**src/rtl/ghrd_reset_pkg.sv**
```systemverilog
// Shared types and helpers for the GHRD reset sequencer.
// The state encoding, the reset-cause codes and the width helpers live here.
package ghrd_reset_pkg;

  typedef enum logic [2:0] {
    WAIT_LOCK = 3'd0,
    HOLD      = 3'd1,
    RELEASE   = 3'd2,
    RUN       = 3'd3,
    SW_HOLD   = 3'd4
  } state_t;

  localparam logic [1:0] CAUSE_POR  = 2'b00;
  localparam logic [1:0] CAUSE_LOCK = 2'b01;
  localparam logic [1:0] CAUSE_SW   = 2'b10;

  function automatic int clog2(input longint unsigned value);
    int r;
    longint unsigned v;
    r = 0;
    v = (value > 0) ? value - 1 : 0;
    while (v > 0) begin
      r = r + 1;
      v = v >> 1;
    end
    return r;
  endfunction

  function automatic int max3(input int a, input int b, input int c);
    int m;
    m = (a > b) ? a : b;
    return (m > c) ? m : c;
  endfunction

endpackage

```
**src/rtl/ghrd_sync_ff.sv**
```systemverilog
// N-stage flip-flop synchronizer with asynchronous active-low clear.
// Used both for the PLL lock input and for the reset-release path.
module ghrd_sync_ff #(
  parameter int STAGES = 2
) (
  input  logic clk,
  input  logic rst_n,
  input  logic d,
  output logic q
);

  logic [STAGES-1:0] sync_q;

  always_ff @(posedge clk or negedge rst_n) begin
    if (!rst_n) begin
      sync_q <= '0;
    end else begin
      sync_q <= {sync_q[STAGES-2:0], d};
    end
  end

  assign q = sync_q[STAGES-1];

endmodule

```
**src/rtl/ghrd_reset_sequencer.sv**
```systemverilog
// Reset sequencer feeding the Nios II SoC: qualifies board reset, PLL lock and
// software requests, and produces a minimum-width, synchronously released reset.
module ghrd_reset_sequencer
  import ghrd_reset_pkg::*;
#(
  parameter int SYNC_STAGES     = 2,
  parameter int HOLD_CYCLES     = 1024,
  parameter int SW_PULSE_CYCLES = 256,
  parameter int LOCK_TIMEOUT    = 1048576,
  parameter int HB_BIT          = 25
) (
  input  logic       clk_50,
  input  logic       fpga_reset_n,
  input  logic       pll_locked,
  input  logic       sw_reset_req,
  output logic       system_reset_n,
  output logic [1:0] reset_cause,
  output logic       lock_fail,
  output logic       heartbeat_led
);

  localparam int CNT_W = clog2(longint'(max3(HOLD_CYCLES, SW_PULSE_CYCLES, LOCK_TIMEOUT))) + 1;
  localparam logic [CNT_W-1:0] HOLD_LAST = CNT_W'(HOLD_CYCLES - 1);
  localparam logic [CNT_W-1:0] SW_LAST   = CNT_W'(SW_PULSE_CYCLES - 1);
  localparam logic [CNT_W-1:0] LOCK_LAST = CNT_W'(LOCK_TIMEOUT - 1);

  function automatic logic [CNT_W-1:0] sat_inc(input logic [CNT_W-1:0] v);
    return (v == '1) ? v : v + 1'b1;
  endfunction

  state_t           state, state_nxt;
  logic [CNT_W-1:0] cnt;
  logic             cnt_clr;
  logic [1:0]       cause, cause_nxt;
  logic             set_fail;
  logic             lock_s;
  logic             lock_fail_q;
  logic             req_q;
  logic             run_q;
  logic             rst_req;
  logic             rel_clr_n;
  logic             srn;
  logic [HB_BIT:0]  hb_cnt;

  // Lock qualification
  ghrd_sync_ff #(.STAGES(SYNC_STAGES)) u_lock_sync (
    .clk   (clk_50),
    .rst_n (fpga_reset_n),
    .d     (pll_locked),
    .q     (lock_s)
  );

  // A RUN-state request drops the reset combinationally from flop outputs so the
  // SoC sees reset in the very cycle the request is raised; req_q holds it after.
  assign rst_req   = req_q | (run_q & (sw_reset_req | ~lock_s));
  assign rel_clr_n = fpga_reset_n & ~rst_req;

  ghrd_sync_ff #(.STAGES(SYNC_STAGES)) u_rel_sync (
    .clk   (clk_50),
    .rst_n (rel_clr_n),
    .d     (1'b1),
    .q     (srn)
  );

  always_comb begin
    state_nxt = state;
    cnt_clr   = 1'b0;
    cause_nxt = cause;
    set_fail  = 1'b0;
    case (state)
      WAIT_LOCK: begin
        if (cnt == LOCK_LAST) set_fail = 1'b1;
        if (lock_s) begin
          cnt_clr   = 1'b1;
          state_nxt = HOLD;
        end
      end
      HOLD: begin
        if (!lock_s) begin
          cnt_clr   = 1'b1;
          state_nxt = WAIT_LOCK;
        end else if (cnt == HOLD_LAST) begin
          cnt_clr   = 1'b1;
          state_nxt = RELEASE;
        end
      end
      RELEASE: begin
        cnt_clr   = 1'b1;
        state_nxt = RUN;
      end
      RUN: begin
        cnt_clr = 1'b1;
        if (!lock_s) begin
          cause_nxt = CAUSE_LOCK;
          state_nxt = WAIT_LOCK;
        end else if (sw_reset_req) begin
          cause_nxt = CAUSE_SW;
          state_nxt = SW_HOLD;
        end
      end
      SW_HOLD: begin
        if (!lock_s) begin
          cause_nxt = CAUSE_LOCK;
          cnt_clr   = 1'b1;
          state_nxt = WAIT_LOCK;
        end else if (cnt == SW_LAST) begin
          cnt_clr   = 1'b1;
          state_nxt = HOLD;
        end
      end
      default: begin
        cnt_clr   = 1'b1;
        state_nxt = WAIT_LOCK;
      end
    endcase
  end

  always_ff @(posedge clk_50 or negedge fpga_reset_n) begin
    if (!fpga_reset_n) begin
      state       <= WAIT_LOCK;
      cnt         <= '0;
      cause       <= CAUSE_POR;
      lock_fail_q <= 1'b0;
      req_q       <= 1'b1;
      run_q       <= 1'b0;
    end else begin
      state       <= state_nxt;
      cnt         <= cnt_clr ? '0 : sat_inc(cnt);
      cause       <= cause_nxt;
      lock_fail_q <= lock_fail_q | set_fail;
      req_q       <= !(state_nxt == RELEASE || state_nxt == RUN);
      run_q       <= (state_nxt == RUN);
    end
  end

  // Heartbeat only advances while the SoC is out of reset
  always_ff @(posedge clk_50 or negedge fpga_reset_n) begin
    if (!fpga_reset_n) begin
      hb_cnt <= '0;
    end else if (srn) begin
      hb_cnt <= hb_cnt + 1'b1;
    end
  end

  assign system_reset_n = srn;
  assign reset_cause    = cause;
  assign lock_fail      = lock_fail_q;
  assign heartbeat_led  = hb_cnt[HB_BIT];

endmodule

```
**config.mk**
```make
export PLATFORM = sky130hd
export DESIGN_NAME = ghrd_reset_sequencer
export DESIGN_NICKNAME = d
export VERILOG_FILES = /design/src/rtl/ghrd_reset_pkg.sv /design/src/rtl/ghrd_sync_ff.sv /design/src/rtl/ghrd_reset_sequencer.sv
export SDC_FILE = /design/constraint.sdc
export NUM_CORES = 1
export LEC_CHECK = 0
export BUFFER_PORTS_ARGS = -buffer_cell sky130_fd_sc_hd__buf_2
export CAP_MARGIN = 20
export CORE_ASPECT_RATIO = 0.6
export CORE_MARGIN = 4
export CORE_UTILIZATION = 35
export CTS_CLUSTER_DIAMETER = 150
export DETAILED_ROUTE_END_ITERATION = 10
export GPL_ROUTABILITY_DRIVEN = 0
export PLACE_DENSITY = 0.54
export SYNTH_ARGS = -nofsm -noshare
export SYNTH_HDL_FRONTEND = slang
export SYNTH_HIERARCHICAL = 1
export SYNTH_SLANG_ARGS = --single-unit
```
**constraint.sdc**
```tcl
create_clock -name clk_50 -period 1.4 [get_ports clk_50]
set_input_delay 0.07 -clock clk_50 [delete_from_list [all_inputs] [get_ports clk_50]]
set_output_delay 0.07 -clock clk_50 [all_outputs]
set_load 0.01 [all_outputs]
```
Yosys cells after proc, flatten, opt, wreduce, memory -nomap -nowiden
Cells that the tools add are included.

word-level totals
  flip-flop bits (word level) = 59
  bits of input ports = 4
  output and inout port bits = 5
  word-level logic and storage cells = 58

cells by class
  $add $sub $neg = 2
  eq/ne operators = 13
  multiplexer cells = 22
  bitwise logic cells = 7
  reductions and logical operators = 5

operators by type and width
  cell                     number
  $mux W21                 2
  $add A26 B1 Y26 const B  1
  $add A21 B1 Y21 const B  1
  $eq A21 B10 Y1 const B   1
  $eq A21 B20 Y1 const B   1
  $eq A21 B21 Y1 const B   1
  $eq A21 B8 Y1 const B    1
  $mux W3                  7
  $pmux W3 S5              1
  $eq A3 B2 Y1 const B     4
  $mux W1                  7
  $mux W2                  3
  $pmux W2 S2              1
  $eq A3 B1 Y1 const B     1
  $eq A3 B3 Y1 const B     1
  $logic_not A3 Y1         1
  $ne A3 B3 Y1 const B     1
  $or A1 B1 Y1             3
  $pmux W1 S3              1
  $reduce_and A3 Y1        1
  $and A1 B1 Y1            2
  $ne A2 B1 Y1 const B     1
  $ne A2 B2 Y1 const B     1
  $not A1 Y1               2
  other kinds (3)          3

Depth between registers and ports, before layout
  depth in word-level cells = 7
  depth in mapped cells = 7

Hierarchy
The synthesis kept the hierarchy.

by module, submodules not included
  module                instances  cells an instance  area each (sq um)
  ghrd_reset_sequencer  1          265                2,730.1
  ghrd_sync_ff          2          2                  50.0

Worst setup path after synthesis
OpenSTA, ideal clock, no wires.

  kind = register to register
  start point = register cnt[11]
  end point = register cnt[4]
  setup time = 0.132 ns
  arrival time = 1.647 ns
  required time = 1.268 ns
  path slack = -0.379 ns
  cell stages (with the launch flop) = 8
  path buffers = 2
  clock period less this slack = 1.779 ns
  cell sequence = dfrtp_1 > nand4_2 > or4_4 > buf_6 > buf_12 > o211ai_2 > xor2_1 > nor2_1

on the way
  longest elaborated chain between the ends = 5

RTL lines
  element                                                    RTL line                                                 source
  start, declared                                            ghrd_reset_sequencer.sv:32                               logic [CNT_W-1:0] cnt;
  start signal, assigned                                     ghrd_reset_sequencer.sv:128                              cnt <= cnt_clr ? '0 : sat_inc(cnt);
  $eq A21 B8 Y1 or $eq A21 B10 Y1 (tied branches)            ghrd_reset_sequencer.sv:106, ghrd_reset_sequencer.sv:82
  $mux W1 (on tied branches)                                 ghrd_reset_sequencer.sv:106, ghrd_reset_sequencer.sv:82
  $mux W1 (on tied branches)                                 ghrd_reset_sequencer.sv:102, ghrd_reset_sequencer.sv:79
  $pmux W1 S3                                                ghrd_reset_sequencer.sv:70                               case (state)
  $ne A2 B1 Y1 (no source line) or $mux W21 (tied branches)  --

Several ways; a longest one is shown, not always the timed one.
A chain may end at the register's enable or synchronous reset.

Worst setup path in the final report
  start point = register cnt[12]
  end point = register cnt[9]

Same word-level chain as after synthesis.

==> flow_summary.ini <==
[power_and_ir_drop]
peakVddDrop_uv = 564
leakagePower_nw = 2.05
powerDensity_mw_per_mm2 = 1140

[worst_setup_path]
arrival_ns = 2.05
end_kind = flip-flop
r2r_slack_ns = -0.44
required_ns = 1.61
worst-setup-path-type = reg -> reg
crit_fanout = 7
worstReg2RegStart = cnt[12]
r2r_cells = 6
reg2reg_to = cnt[9]
startpoint_type = flip-flop

[hold_path]
hold_path_class = in -> async

[clock_tree]
cts.sinks = 59
cts_tree = done
htree_levels = 3
numCtsBuffers = 9
path_clk_slew_ns = 0.05
cts-root-buf = clkbuf_16
clock_latency_ns = 0.32
clock_path_buffers = 2

[layout]
nNetsFinal = 378
most-common-layout-cells = buf_4 (77), dfrtp_1 (55), nor2_1 (23), xor2_1 (23)
drive_above_1_share_pct = 47.5
layout.cells.non_filler = 485
multi_input_area_mm2 = 0.00160
register_area_mm2 = 0.00148
fin_util_pct = 55.5
stdcell_area_mm2 = 0.00437
final_common_cell = buf_4
fillers = 661
diodes = 0
area_growth_pct = 54.5

[sta]
fmax_mhz = 544
postLayoutSetupSlackWorst_ns = -0.439
setup_tns_ns = -10.29
rsz0062_at_grt = true
fin_skew_ns = 0.00477
final_max_slew_viol_count = 0
finalCritPeriodShare_pct = 131
hold_violations = 0
setup_viol = 38
period_minus_slack_ns = 1.84

[status]
violations = negative setup slack
outcome = finished with violations

[synth]
syn_inst = 269
yosysWarnings = 6
ys_types = 43
synth_area_mm2 = 0.00283
synth_seq_area_share_pct = 52.2
synth-edff-count = 0
ys_ff_latch = 59
avgSynthCellArea_um2 = 10.5
ys.flop_type = dfrtp_1
syn-num-nets = 275
async_reset_ff_share_pct = 100

[floorplan]
dieArea_mm2 = 0.00964
start_util_pct = 35.9
chipWidth_um = 124
die_h_um = 77.7
ios = 9
core_mm2 = 0.00788
rows = 25

[global_routing]
grt_usage_pct = 16.0
grt_pass1_vias = 2354
antenna_found_initial = 0
grt_max_degree = 47
grt.overflow.total = 0
grt_pass1_wl_mm = 12.0

[routing]
firstDrtPassIters = 4
routed_wl_mm = 7.43
drcViolationCount = 0
ant_nets = 0
routed-via-count = 2421
routedWlPerCell_um = 15.3
routed_via_density = 4.99
drtIter0Drc = 107

[flow_run]
max_cap_viol_count = 0

[placement]
port_buffers = 8
place_hpwl_mm = 4.68
dpl.cell_count = 448
placed_area_mm2 = 0.00355
## worst max-delay path, cell delays in order, from the launching register on
cell	delay (ns)
dfrtp_1	0.40
nand4_2	0.15
buf_6	0.15
or4_4	0.61
o211ai_2	0.21
xor2_1	0.15
nor2_1	0.05
## how the worst max path moves through the flow
stage                        from       to  slack, ns  cells past startpoint
after floorplan           cnt[11]  cnt[19]      -0.37                      7
after global placement    cnt[10]   cnt[8]      -0.51                      6
after detailed placement  cnt[10]   cnt[8]      -0.47                      6
after CTS                 cnt[10]  cnt[11]      -0.38                      5
after global routing      cnt[12]   cnt[9]      -0.50                      6
final                     cnt[12]   cnt[9]      -0.44                      6
## metrics by stage
stage | setup slack [ns] | power, mW | hold WS, ns
finish | -0.439 | 5.00 | 0.169
global route | -0.496 | 5.20 | 0.186
CTS | -0.379 | 4.92 | 0.167
detailed placement | -0.469 | 2.50 | -0.0217
global placement | -0.510 | 2.50 | -0.0245
floorplan | -0.367 | 2.17 | -0.226
## routing by layer
layer	vias to the layer above	part of all wire [%]	track usage (%)
met2	48	42	21.7
li1	1166	-	-
met4	0	0.85	4.37
met1	1199	52	24.6
met5	-	0	0
met3	8	4.9	4.66
## flip-flops by register name, summed over array words and instances, names as in the netlist
register and flops:
reset_cause 2, state 3, u_rel_sync/sync_q 2, u_lock_sync/sync_q 2, cnt 21, req_q 1, run_q 1, lock_fail 1
hb_cnt 26
## cells by family (layout without fill, tap and decap cells)
group / Yosys count / count (layout) / share of synthesized area, %
AOI/OAI and AO/OA: 30 / 30 / 8.58
xor gates and xnor gates: 40 / 40 / 12.4
adders and majority gates: 2 / 2 / 0.884
buffers and inverters: 15 / 122 / 2.96
DFF: 59 / 59 / 52.2
muxes: 1 / 1 / 0.398
other: 1 / 1 / 0.132
and+or+nand+nor: 121 / 122 / 22.5
## synthesized netlist by cell type, drive strengths merged, types with 3 or more instances
library cell	n	area [um2]
nand2	18	67.6
and2	5	31.3
xnor2	16	140
nor2b	3	18.8
and3	9	56.3
nand4	14	93.8
o21ai	5	32.5
and4	5	46.3
clkbuf	4	15.0
nor2	34	130
o211ai	5	62.6
dfrtp	58	1450
o2111ai	4	35.0
nor4	5	31.3
inv	6	22.5
buf	5	46.3
xor2	24	210
nand3	14	70.1
nor3	7	35.0
a21oi	5	25.0
## power breakdown
part           internal (mW)  switching, mW
registers               1.83         0.0785
logic                  0.409          0.347
clock network           1.56          0.776
total                   3.80           1.20
## area by class of cell
type / instances / share of cell area, %
Multi-Input combinational cell: 196 / 36.6
Sequential cell: 59 / 33.9
Timing Repair Buffer: 100 / 18.6
Clock buffer: 10 / 5.24
Tap cell: 108 / 3.09
Clock inverter: 6 / 2.06
Inverter: 6 / 0.515
## repair_timing
| action | CTS | global route |
|---|---|---|
| hold endpoints to repair | 60 | 0 |
| setup endpoints to repair | 40 | 44 |
| pin swaps | 20 | 29 |
| hold buffers | 3 | 0 |
| buffers inserted | 12 | 7 |
| gates cloned | 1 | 2 |
| gates resized for setup | 32 | 34 |
Power figures use the tool's default switching activity.
